File: src/rtl/ccff_pkg.sv
// Shared types for the configuration-chain loader.
package ccff_pkg;

    typedef enum logic [1:0] {
        IDLE,
        LOAD,
        DONE
    } ccff_state_e;

    localparam int CCFF_WORD_W = 32;

endpackage

File: src/rtl/ccff_chain_loader.sv
// Serialises PMU bitstream words MSB-first into the configuration flop chain,
// gates the chain clock and counts ones leaving the chain tail.
module ccff_chain_loader
    import ccff_pkg::*;
#(
    parameter int CHAIN_LEN = 1024,
    parameter int WORD_W    = CCFF_WORD_W,
    parameter int CNT_W     = $clog2(CHAIN_LEN + 1)
) (
    input  logic              prog_clk,
    input  logic              pReset,
    input  logic              start,
    input  logic [WORD_W-1:0] word_data,
    input  logic              word_valid,
    output logic              word_ready,
    output logic              ccff_head,
    input  logic              ccff_tail,
    output logic              chain_shift_en,
    output logic              busy,
    output logic              done,
    output logic [CNT_W-1:0]  tail_ones
);

    localparam int WB_W = $clog2(WORD_W + 1);
    localparam int CW   = ((CNT_W > WB_W) ? CNT_W : WB_W) + 1;

    ccff_state_e       state;
    ccff_state_e       state_nxt;
    logic [CNT_W-1:0]  bits_left;
    logic [WB_W-1:0]   wbits;
    logic [WORD_W-1:0] sreg;
    logic              take;
    logic              enter_load;
    logic              last_bit;

    // Bits worth shifting from the next word: a full word, or only what the chain still needs.
    function automatic logic [WB_W-1:0] word_fill(input logic [CW-1:0] remain);
        if (remain >= CW'(WORD_W)) begin
            return WB_W'(WORD_W);
        end
        return WB_W'(remain);
    endfunction

    assign chain_shift_en = (state == LOAD) && (wbits != '0);
    assign ccff_head      = chain_shift_en & sreg[WORD_W-1];
    assign word_ready     = (state == LOAD) && (CW'(bits_left) > CW'(wbits)) &&
                            ((wbits == '0) || ((wbits == WB_W'(1)) && chain_shift_en));
    assign take           = word_valid && word_ready;
    assign last_bit       = chain_shift_en && (bits_left == CNT_W'(1));
    assign enter_load     = start && ((state == IDLE) || (state == DONE));
    assign busy           = (state == LOAD);
    assign done           = (state == DONE);

    always_ff @(posedge prog_clk) begin
        if (pReset) begin
            state <= IDLE;
        end else begin
            state <= state_nxt;
        end
    end

    always_comb begin
        state_nxt = state;
        case (state)
            IDLE:    if (start) state_nxt = LOAD;
            LOAD:    if (last_bit) state_nxt = DONE;
            DONE:    if (start) state_nxt = LOAD;
            default: state_nxt = IDLE;
        endcase
    end

    // A reload on the last bit of a word wins over that word's decrement.
    always_ff @(posedge prog_clk) begin
        if (pReset) begin
            bits_left <= '0;
            wbits     <= '0;
            tail_ones <= '0;
        end else if (enter_load) begin
            bits_left <= CNT_W'(CHAIN_LEN);
            wbits     <= '0;
            tail_ones <= '0;
        end else begin
            if (chain_shift_en) begin
                bits_left <= bits_left - CNT_W'(1);
                if (ccff_tail) begin
                    tail_ones <= tail_ones + CNT_W'(1);
                end
            end
            if (take) begin
                wbits <= word_fill(CW'(bits_left) - CW'(wbits));
            end else if (chain_shift_en) begin
                wbits <= wbits - WB_W'(1);
            end
        end
    end

    always_ff @(posedge prog_clk) begin
        if (take) begin
            sreg <= word_data;
        end else if (chain_shift_en) begin
            sreg <= {sreg[WORD_W-2:0], 1'b0};
        end
    end

endmodule
File: config.mk
export PLATFORM = sky130hd
export DESIGN_NAME = ccff_chain_loader
export DESIGN_NICKNAME = d
export VERILOG_FILES = /design/src/rtl/ccff_pkg.sv /design/src/rtl/ccff_chain_loader.sv
export SDC_FILE = /design/constraint.sdc
export NUM_CORES = 1
export LEC_CHECK = 0
export CAP_MARGIN = 0
export CORE_UTILIZATION = 45
export CTS_CLUSTER_SIZE = 25
export DETAILED_ROUTE_END_ITERATION = 8
export PLACE_DENSITY = 0.69
export SYNTH_ARGS = -nofsm -noshare
export SYNTH_HDL_FRONTEND = slang
export SYNTH_SLANG_ARGS = --single-unit
File: constraint.sdc
create_clock -name prog_clk -period 3.5 [get_ports prog_clk]
set_input_delay 0.7 -clock prog_clk [delete_from_list [all_inputs] [get_ports prog_clk]]
set_output_delay 0.7 -clock prog_clk [all_outputs]
set_load 0.02 [all_outputs]
==> results.md <==
* Critical R2R Capture: sreg[4]
* Register area at 0.00156 mm²
* Die area at about 0.0074 mm²
* Clk buf depth at 2
* Routed Antenna Nets at 0
* Avg Cell Area, Syn at 11.2 µm²
* RePlAce Congestion at 0.899
* Die Ht at roughly 86 µm
* Via count at 2234
* Fmax at between 0.3 and 0.4 GHz
* Final #Nets at 389
* Last element of the critical path: word_ready
* Crit path from: bits_left[0]
* Cts repair resizes at 1
* Max Slew Vio Count at 0
* First-pass GRT wire length at 10200 µm
* Clock net sink count at 62
* Final setup margin at 247 ps
* Worst path required time at ~2800 ps
* Layout cell share with drive strength beyond 1 at 0.177
* Top cell type's share of synthesized area at 0.303
* Area delta synth->final at 26.6%
* Worst endpoint data arrival time at 2550 ps
* DPL Wire Length at around 4300 µm
* Ys Warns at 0
* CP Capture Type: primary output
* VDD IR max at approximately 0.00026 V
* Largest net degree at the start of global routing at 37
* Clock skew at 14.2 ps
* R2r startpoint: wbits[2]
* Fin util at 0.591
* Hold Path Stages at 2
* Global route overflow at 0
* Crit Path Class: flip-flop to primary output
* Worst r2r path cells at 8
* Critical path peak fanout at 3
* Worst Tran Pin Value at 565 ps
* Clock latency on the worst-skew pair at 340 ps
* Clock-pin slew of the registers on the worst-case setup and hold paths at around 70 ps
* Post-CTS setup repair buffer count at 0
* Count leader, synth: edfxtp_1
* Hold buffers post-CTS at 0
* Fin. Hold Viols at 0
* Post-synthesis sequential area ratio at 0.492
* Core ar. at 0.00679 mm²
* Root buffer cell: clkbuf_8
* Gr usage total at 0.179
* Die W at around 86 µm
* Largest area contributor in the netlist: edfxtp_1
* Setup violators final at 0
* Hold slack at around 520 ps
* Non-filler cells, final at 441
* I/O Pins at 53
* Number of remaining DRC errors at 0
* H-tree Lvls at 3
* Crit share post-route at 0.929
* Minimum clock period at roughly 3300 ps
* TritonCTS buffer count at 9
* Mapped Cells at roughly 280
* Initial Util at 0.467
* Status: completed
* Fraction of registers with async set/reset at 0
* DR WL/cell at 14.1 µm
* Cell Area, Placed at about 0.0038 mm²
* Drt total wl at approximately 6200 µm
* Cell area power density at 466 mW/mm²
* Vias in the first global route at roughly 2100
* Seq cells post-synth at 62
* Area of the multi-input gates at around 0.0015 mm²
* Via/cell ratio at about 5
* Post-synthesis net count at 333
* PortBufs at between 50 and 60
* Total negative slack at 0 ps
* Total power at 1.87 mW
* Synth top cells by count: edfxtp_1, mux2_2, nor2_1
* Max_cap viols at 0
* Slew HR at 0.623
* Leak at ~1.5 nW
* RSZ-0062 raised after global routing: no
* Worst min-delay path class: flip-flop to flip-flop
* EDFF count, synth at 32
* Top_reg_cell synth: edfxtp_1
* Antenna fix cells at 0
* Number of DRC markers in iteration 0 at 111
* Placed insts at about 430
* CTS tree: done
* Row cnt at 30
* CP Launch Type: flip-flop
* Pre-CTS setup slack at 314 ps
* Netlist Area Pre-Place at 0.00317 mm²
* Count of different cell masters after synthesis at 49
* Fillers at 572
* Cell area after layout at 0.00402 mm²
* Reg-to-reg setup timing slack at 700 ps
* Drt first pass iters at 4
* Initial antenna violation count at 0
* Largest cells by area after synthesis: edfxtp_1, dfxtp_1, mux2_2, ha_1, nor2_1
[report_power, final]
part | internal [mW] | switching (mW)
clock network | 0.402 | 0.288
registers | 0.824 | 0.0196
logic | 0.164 | 0.173
[worst min path at each step]
| stage | from | to | slack, ps |
|---|---|---|---|
| 5_1_grt | sreg[26] | sreg[27] | 560 |
| 3_3_place_gp | tail_ones[10] | tail_ones[10] | 480 |
| 6_report | tail_ones[10] | tail_ones[10] | 520 |
| 4_1_cts | bits_left[1] | bits_left[1] | 520 |
| 3_5_place_dp | tail_ones[10] | tail_ones[10] | 510 |
| 2_1_floorplan | bits_left[1] | bits_left[1] | 490 |
[state kept, by name (all words and copies together), names as in the netlist]
name / count
tail_ones: 11
state: 2
sreg: 32
bits_left: 11
wbits: 6
[placed cells by master (no fill, tap or decap), types with 3 or more instances in the layout]
cell type,instances
clkdlybuf4s50_1,51
edfxtp_1,32
nor2_1,31
mux2_2,31
dfxtp_1,30
nand2_1,13
inv_1,12
xor2_1,12
xnor2_1,11
ha_1,11
nand3_1,10
clkbuf_8,9
a21oi_1,8
nand2b_1,7
and3_1,7
nand4_1,6
nor3_1,5
or4_1,4
or3_1,4
buf_4,4
nor2b_1,3
[critical path: stages (launching register included)]
cell           delay, ps
dfxtp_1              370
inv_1                100
ha_1                 230
fa_1                 370
and2b_1              250
o21ai_2               90
a21boi_2             200
nor2_1                50
and3b_1              220
dlygate4sd2_1        330
[per-layer routing]
layer,track usage,routed length (µm),up-vias
li1,-,-,1138
met1,0.251,3050,1044
met5,0,0,-
met3,0.0481,300,8
met2,0.265,2800,44
met4,0.0682,88,0
[kinds of logic (layout without fill, tap and decap cells)]
group / after synthesis / count (layout) / share of synthesized area
XOR/XNOR: 23 / 23 / 0.0635
buffers and inverters: 23 / 84 / 0.0323
AND/OR/NAND/NOR: 101 / 101 / 0.171
flip-flops: 62 / 62 / 0.492
adder cells (fa/ha/maj): 12 / 12 / 0.0497
multiplexers: 33 / 33 / 0.116
AO/OA/AOI/OAI: 30 / 30 / 0.0757
[layout make-up]
class                      instances  share of cell area
clock buffer                       9              0.0308
clock inverter                     7              0.0240
inverter                          12              0.0112
multi-input combinational        199               0.379
sequential                        62               0.389
tap                               96              0.0299
timing repair buffer              56               0.137
No activity file was read; power rests on OpenSTA's default activity.
